`src/rtl/pc_unit.sv`:
```
// pc_unit: program counter with branch/jump/jalr/mret selection, misaligned-target trap and RUN/HANDLER/HALT mode FSM
module pc_unit #(
  parameter int XLEN = 64,
  parameter logic [XLEN-1:0] RESET_VECTOR = '0,
  parameter logic [XLEN-1:0] TRAP_VECTOR = XLEN'('h100),
  parameter int IALIGN = 4
) (
  input  logic            clk,
  input  logic            rst,
  input  logic            stall,
  input  logic            branch,
  input  logic            branch_ne,
  input  logic            zero,
  input  logic            jump,
  input  logic            jalr,
  input  logic            mret,
  input  logic [XLEN-1:0] imm,
  input  logic [XLEN-1:0] rs1,
  output logic [XLEN-1:0] pc,
  output logic [XLEN-1:0] pc_plus4,
  output logic [XLEN-1:0] epc,
  output logic            taken,
  output logic            trap,
  output logic            in_handler,
  output logic            halted
);
  localparam logic [1:0] RUN = 2'd0, HANDLER = 2'd1, HALT = 2'd2;
  localparam logic [XLEN-1:0] AMASK = XLEN'(IALIGN - 1);
  logic [1:0] state;
  logic [XLEN-1:0] target;
  assign target = jalr ? (rs1 + imm) & ~XLEN'(1) : pc + imm;
  assign taken = jalr | jump | (branch & (zero ^ branch_ne));
  assign pc_plus4 = pc + XLEN'(4);
  assign trap = taken && (target & AMASK) != '0 && !stall && state != HALT;
  assign in_handler = state == HANDLER;
  assign halted = state == HALT;
  always_ff @(posedge clk) begin
    if (rst) begin
      pc <= RESET_VECTOR;
      epc <= '0;
      state <= RUN;
    end else if (!stall && state != HALT) begin
      if (in_handler && mret) begin
        pc <= epc;
        state <= RUN;
      end else if (trap) begin
        if (in_handler) state <= HALT;
        else begin
          epc <= pc;
          pc <= TRAP_VECTOR;
          state <= HANDLER;
        end
      end else pc <= taken ? target : pc_plus4;
    end
  end
endmodule

```
`config.mk`:
```
export PLATFORM = sky130hd
export DESIGN_NAME = pc_unit
export DESIGN_NICKNAME = d
export VERILOG_FILES = /design/src/rtl/pc_unit.sv
export SDC_FILE = /design/constraint.sdc
export NUM_CORES = 1
export LEC_CHECK = 0
export ABC_CLOCK_PERIOD_IN_PS = 3300
export CORE_ASPECT_RATIO = 0.6
export CORE_MARGIN = 10
export CORE_UTILIZATION = 47
export DETAILED_ROUTE_END_ITERATION = 16
export PLACE_DENSITY = 0.75
export SYNTH_ARGS = -nofsm -noshare
export SYNTH_HDL_FRONTEND = slang
export SYNTH_SLANG_ARGS = --single-unit
export TNS_END_PERCENT = 100
```
`constraint.sdc`:
```
create_clock -name clk -period 3.3 [get_ports clk]
set_input_delay 0.495 -clock clk [delete_from_list [all_inputs] [get_ports clk]]
set_output_delay 0.495 -clock clk [all_outputs]
set_load 0.02 [all_outputs]
```
# Yosys cells after proc, flatten, opt, wreduce, memory -nomap -nowiden
# Cells that the tools add are included.
[word_totals]
ff_bits = 130
input_bits = 137
output_inout_bits = 196
word_cells = 35
[op_classes]
n_addsub = 3
n_eq_ne = 4
mux = 8
n_bitwise = 6
n_reduce_logical = 11
[ops]
columns = ["operator", "count"]
rows = [
  ["64-bit two-way mux", 5],
  ["64-bit adder", 2],
  ["64-bit by 3-bit adder with 64-bit output (second input constant)", 1],
  ["64-bit nonzero test", 1],
  ["2-bit two-way mux", 3],
  ["1-bit logical AND", 5],
  ["2-bit AND reduction", 2],
  ["4-bit AND reduction", 1],
  ["3-bit by 2-bit != test with 1-bit output (second input constant)", 1],
  ["2-bit by 1-bit equality test with 1-bit output (second input constant)", 1],
  ["2-bit equality test (second input constant)", 1],
  ["2-bit != test (second input constant)", 1],
  ["1-bit inverter", 2],
  ["1-bit OR", 2],
  ["2-bit nonzero test", 1],
  ["1-bit bitwise AND", 1],
  ["1-bit logical NOT", 1],
  ["1-bit XOR", 1],
]

# Longest topological paths before layout
[logic_depth]
ltp_word = 8
depth_mapped = 14
depth_no_buf = 14

# Least setup slack after synthesis
# No wires, ideal clock.
[synth_timing]
path_type = "register to register"
from = "register pc[5]"
to = "register pc[63]"
setup_time_ns = 0.060
arrival_ns = 3.277
t_required_ns = 3.240
setup_slack_ns = -0.037
stages_incl_launch_ff = 13
n_path_buf = 0
period_less_slack_ns = 3.337
cell_sequence = "dfxtp_1 ha_1 and4_1 and2_1 a211oi_2 a2111oi_4 nor4_2 nor4_2 o2111ai_1 a21boi_0 o31a_1 a2111oi_2 a311o_1"
[synth_between]
elab_chain_cells = 5
elab_cells_between_ends = 6
classes_between = "add/sub (2); mux (4)"
[synth_lines]
columns = ["element", "line", "rtl"]
rows = [
  ["start: declaration", "19", "output logic [XLEN-1:0] pc,"],
  ["start signal: assignment", "44", "pc <= epc;"],
  ["start signal: assignment", "53", "end else pc <= taken ? target : pc_plus4;"],
  ["64-bit adder", "31", "assign target = jalr ? (rs1 + imm) & ~XLEN'(1) : pc + imm;"],
  ["64-bit two-way mux", "31", ""],
  ["64-bit two-way mux *", "53", ""],
  ["64-bit two-way mux *", "46", "end else if (trap) begin"],
  ["64-bit two-way mux *", "43", "if (in_handler && mret) begin"],
]
# Mark *: on every way between the ends. The rest lies on a longest branch, timed or not.
# A chain may end at the register's enable or synchronous reset.

# Worst setup path in the final report
[layout_timing]
from = "input port imm[21]"
to = "register pc[63]"
[layout_between]
elab_chain_cells = 5
elab_cells_between_ends = 6
classes_between = "add/sub (2); mux (4)"
[layout_lines]
columns = ["element", "line", "rtl"]
rows = [
  ["start: declaration", "17", "input logic [XLEN-1:0] imm,"],
  ["64-bit adder", "31", ""],
  ["64-bit two-way mux *", "31", ""],
  ["64-bit two-way mux *", "53", ""],
  ["64-bit two-way mux *", "46", ""],
  ["64-bit two-way mux *", "43", ""],
]
# Marks and branches as above.

==> results list <==
- The run finished, with violations left.
* Failing checks: setup timing
- In this run the register-to-register setup slack is -0.17 ns.
* Number of placement rows: 49
* Initial antenna violation count: 1
- Final Worst Setup Slack: -0.180 ns
* First element of the critical path: imm[21]
* Global-route total usage across every layer: 41.4%
- Largest fanout on the critical path: 2
- The worst register-to-register path ends at pc[63].
- Skew final: roughly 0.019 ns
* Proportion of synthesized flip-flops having asynchronous set or reset: 0%
- In the synthesized netlist, the number of instances is just over 2000.
* Leakage component of the power: 0.0114 µW
- In this run the power spent charging and discharging nets is 4230 µW.
- Met2 Use GR: 58.3%
* Transition time of the tightest slew-check pin: approximately 0.83 ns
- Cts bufs inserted: 17
* Arrival time reported for the critical path endpoint: 3.89 ns
- Measured against its own limit, the worst slew margin works out to 44.5%.
- The wire-length estimate of the detail-placed layout is 64700 µm.
- Share of total power consumed by net switching: a little over two fifths
- The via count of the first global-routing pass was between 20000 and 25000.
- Origin of the critical flop-to-flop path: pc[22]
* Die height: 155 µm
- Measured in cells, the most critical reg-to-reg path has a length of 12.
- Number of enable-type register cells in the synthesized netlist: 0
- After filler insertion, the fill cell instance count of the layout stands at 1762.
- Residual overflow from global routing: 0
* Die footprint: about 38000 µm²
- The clock tree synthesis step divided the H-tree into 4 levels.
- Final setup violation count: 15
- The setup path with the least slack is of type in -> reg.
- Area Overhead vs Synth: 76.4%
- Highest-utilization routing layer at the global route stage: met2
- Post-layout min period: 3.48 ns
- Of the total power, combinational logic draws 58.0%.
- Starting density of the core: between 40 and 50%
* Floorplan die width: 245 µm
* Power density over the cells: 384 nW/µm²
* Source-to-sink clock delay at the later pin of the worst-skew pair: 0.48 ns
* I/O Buffers: approximately 330
- VDD sags by at most 0.341 mV.
- Counting along the longest clock path gives a buffer depth of 2.
- For this run, global-route usage on met3 was measured as 17.3%.
* Hold-critical path depth: 2
* Flop pwr share: just under 20%
- Ratio of final minimum period to clock period: 105%
- Drt total wl: 88700 µm
* Total count of hold-check failures in the final report: 0
* Leading register cell type out of synthesis: sky130_fd_sc_hd__dfxtp_1
* Total clock sinks: 130
* First-pass GRT wire length: between 100000 and 150000 µm
* Number of warning messages in the yosys log: 0
* Final routed DRC violation total: 0
- Worst hold path type: reg -> reg
- Area inside the core boundary: 30000 µm²
- The routed layout has 22100 vias.
* Netlist Area Pre-Place: 14300 µm²
- Clock tree from TritonCTS: built
* Clock-pin slew reported for the worst setup and hold paths after clock tree synthesis: 0.07 ns
- Clk pwr share: roughly 23%
* Share of synthesized area occupied by flip-flops and latches: 18.2%
* Root cell of the clock tree: sky130_fd_sc_hd__clkbuf_16
- STA classifies the critical path endpoint as a flip-flop.
- Drt first-iter violations: between 3000 and 4000
- Required time reported for the critical path endpoint: 3.71 ns
- For this run, global-route usage on met1 was measured as a little under three fifths.
- Max-cap violations in this run came to 0.
- The tightest hold path in the finished design has a slack of ~0.48 ns.
* Per-cell routed wire length: 26.8 µm
- Setup repair after global routing missed its margin: yes
- The total count of max-transition violations in the final report was 0.
* Post-placement cell area: 22400 µm²
* Mean number of vias per cell: 6.67
* Internal power summed over all cells: 5440 µW
- Entering global routing, the biggest net connects 66 pins.
- Synthesis produced a netlist with a net count of between 2000 and 2500.
- Yosys reg bits: 130
- The first detailed-routing pass ran for 7 iterations.
- Placer Congestion: between 1 and 1.5
- STA classifies the critical path startpoint as an input port.
- Cells with a size suffix above 1 make up 34.5% of the layout.
- The number of antenna diodes in the final layout is 0.
- After synthesis, the mean cell area works out to 7.10 µm².
* Post-route antenna net violation count: 0
* Share of the core filled with cells in the final layout: 84.1%
- Final net count: around 3200
* Highest attainable clock frequency: 287 MHz
* Summed area of non-filler cells in the final layout: between 20000 and 30000 µm²
- Ports: 333
* Distinct cell type count after synthesis: 81
- Setup crit end: pc[63]
## per-layer routing
metal / wire length (µm) / vias to the layer above / part of all wire (%)
met3: 15200 / 500 / 17
li1: - / 9206 / -
met2: 35000 / 2194 / 39
met1: 33900 / 10200 / 38
met5: 0 / - / 0
met4: 4560 / 0 / 5.1
## cells in the final DEF, fill, tap and decap left out, types with 14 or more instances in the layout
master	n
sky130_fd_sc_hd__a211oi_1	21
sky130_fd_sc_hd__a21o_1	75
sky130_fd_sc_hd__a21oi_1	220
sky130_fd_sc_hd__a21oi_2	24
sky130_fd_sc_hd__a221o_1	21
sky130_fd_sc_hd__a221oi_1	36
sky130_fd_sc_hd__and2_1	14
sky130_fd_sc_hd__and3_1	32
sky130_fd_sc_hd__buf_12	17
sky130_fd_sc_hd__buf_4	627
sky130_fd_sc_hd__buf_6	17
sky130_fd_sc_hd__clkbuf_16	17
sky130_fd_sc_hd__clkdlybuf4s50_1	229
sky130_fd_sc_hd__dfxtp_1	105
sky130_fd_sc_hd__dfxtp_2	14
sky130_fd_sc_hd__dlygate4sd2_1	33
sky130_fd_sc_hd__dlymetal6s2s_1	31
sky130_fd_sc_hd__ha_1	78
sky130_fd_sc_hd__ha_4	46
sky130_fd_sc_hd__inv_1	30
sky130_fd_sc_hd__nand2_1	267
sky130_fd_sc_hd__nand2b_1	18
sky130_fd_sc_hd__nand3_1	64
sky130_fd_sc_hd__nand4_1	39
sky130_fd_sc_hd__nor2_1	135
sky130_fd_sc_hd__nor3_1	48
sky130_fd_sc_hd__o211ai_1	16
sky130_fd_sc_hd__o21ai_0	84
sky130_fd_sc_hd__o21ai_1	26
sky130_fd_sc_hd__o21bai_1	22
sky130_fd_sc_hd__xnor2_1	67
sky130_fd_sc_hd__xnor2_2	26
sky130_fd_sc_hd__xor2_1	65
## metrics by stage
| step | std cells | power, µW | setup slack (ns) | TNS, ns |
|---|---|---|---|---|
| 2_1_floorplan | 2013 | 4120 | -0.000338 | -0.000338 |
| 4_1_cts | 3284 | 8980 | -0.333 | -0.786 |
| 6_report | 3312 | 9670 | -0.180 | -0.791 |
| 3_3_place_gp | 3230 | 6580 | -1.43 | -32.36 |
| 5_1_grt | 3312 | 9890 | -0.250 | -2.12 |
| 3_5_place_dp | 3230 | 6670 | -1.53 | -37.14 |
## power by group through the flow
stage / Sequential (µW) / Combinational [µW] / Clock (µW)
floorplan: 2020 / 2100 / 0
global placement: 1870 / 4710 / 0
detailed placement: 1880 / 4790 / 0
CTS: 1860 / 4990 / 2140
global route: 1890 / 5790 / 2210
finish: 1890 / 5610 / 2180
## critical path, cell delays in order
cell and delay [ns]:
sky130_fd_sc_hd__dlygate4sd2_1 0.32, sky130_fd_sc_hd__ha_4 0.31, sky130_fd_sc_hd__nand4_1 0.24, sky130_fd_sc_hd__or4_4 0.65
sky130_fd_sc_hd__a2111oi_4 0.39, sky130_fd_sc_hd__nor4_4 0.08, sky130_fd_sc_hd__nor4_2 0.14, sky130_fd_sc_hd__buf_4 0.17
sky130_fd_sc_hd__o2111ai_2 0.11, sky130_fd_sc_hd__and3b_1 0.22, sky130_fd_sc_hd__o31a_1 0.29, sky130_fd_sc_hd__a2111oi_4 0.31
sky130_fd_sc_hd__a311o_1 0.15
## logic make-up after synthesis
logic type | share of synthesized area, %
buffers and inverters | 4.05
and+or+nand+nor | 24.2
adders and majority gates | 11.3
xor gates and xnor gates | 9.93
muxes | 0.709
DFF | 18.2
AOI/OAI and AO/OA | 31.6
## worst min path at each step
stage | start | end | slack [ns]
floorplan | state[1] | state[1] | 0.51
global placement | epc[22] | epc[22] | 0.46
detailed placement | epc[49] | epc[49] | 0.47
CTS | epc[14] | epc[14] | 0.48
global route | epc[19] | epc[19] | 0.49
finish | epc[17] | epc[17] | 0.48
## cell usage after synthesis (6+ instances only)
master,instances,share of area [%]
sky130_fd_sc_hd__nand2_1,281,7.4
sky130_fd_sc_hd__a21oi_1,255,8.9
sky130_fd_sc_hd__nor2_1,147,3.9
sky130_fd_sc_hd__dfxtp_1,130,18
sky130_fd_sc_hd__ha_1,126,11
sky130_fd_sc_hd__o21ai_0,112,3.9
sky130_fd_sc_hd__clkbuf_1,106,2.8
sky130_fd_sc_hd__xnor2_1,94,5.8
sky130_fd_sc_hd__a21o_1,75,3.9
sky130_fd_sc_hd__nand3_1,69,2.4
sky130_fd_sc_hd__xor2_1,68,4.2
sky130_fd_sc_hd__nor3_1,58,2.0
sky130_fd_sc_hd__a221oi_1,42,2.6
sky130_fd_sc_hd__nand4_1,39,1.7
sky130_fd_sc_hd__and3_1,38,1.7
sky130_fd_sc_hd__a211oi_1,30,1.6
sky130_fd_sc_hd__inv_1,30,0.79
sky130_fd_sc_hd__o21bai_1,24,1.3
sky130_fd_sc_hd__a221o_1,21,1.5
sky130_fd_sc_hd__nand2b_1,20,0.88
sky130_fd_sc_hd__o211ai_1,16,0.84
sky130_fd_sc_hd__and2_1,15,0.66
sky130_fd_sc_hd__nor2b_1,14,0.61
sky130_fd_sc_hd__a31oi_1,12,0.53
sky130_fd_sc_hd__o31ai_1,12,0.63
sky130_fd_sc_hd__a311oi_1,11,0.67
sky130_fd_sc_hd__o21a_1,11,0.58
sky130_fd_sc_hd__or3_1,10,0.44
sky130_fd_sc_hd__and4_1,9,0.55
sky130_fd_sc_hd__mux2i_1,9,0.63
sky130_fd_sc_hd__a22oi_1,8,0.42
sky130_fd_sc_hd__o21ai_1,8,0.28
sky130_fd_sc_hd__buf_2,7,0.25
sky130_fd_sc_hd__a21boi_0,6,0.32
sky130_fd_sc_hd__nand3b_1,6,0.32
sky130_fd_sc_hd__nor4_1,6,0.26
## registers in the layout, summed over array words and instances (netlist names)
register,flops
epc,64
pc,64
state,2
## layout make-up
cell class,instances,area [µm²],area share [%]
Clock buffer,17,425,1.69
Clock inverter,15,195,0.774
Inverter,30,113,0.447
Multi-Input combinational cell,1733,12900,51.3
Sequential cell,130,2660,10.6
Tap cell,408,510,2.03
Timing Repair Buffer,979,8360,33.2
## repair_timing
item	in CTS	in global routing
setup endpoints to repair	86	83
hold buffers	0	0
pin swaps	67	116
buffers inserted	22	28
gates resized for setup	277	274
Power figures use the tool's default switching activity.
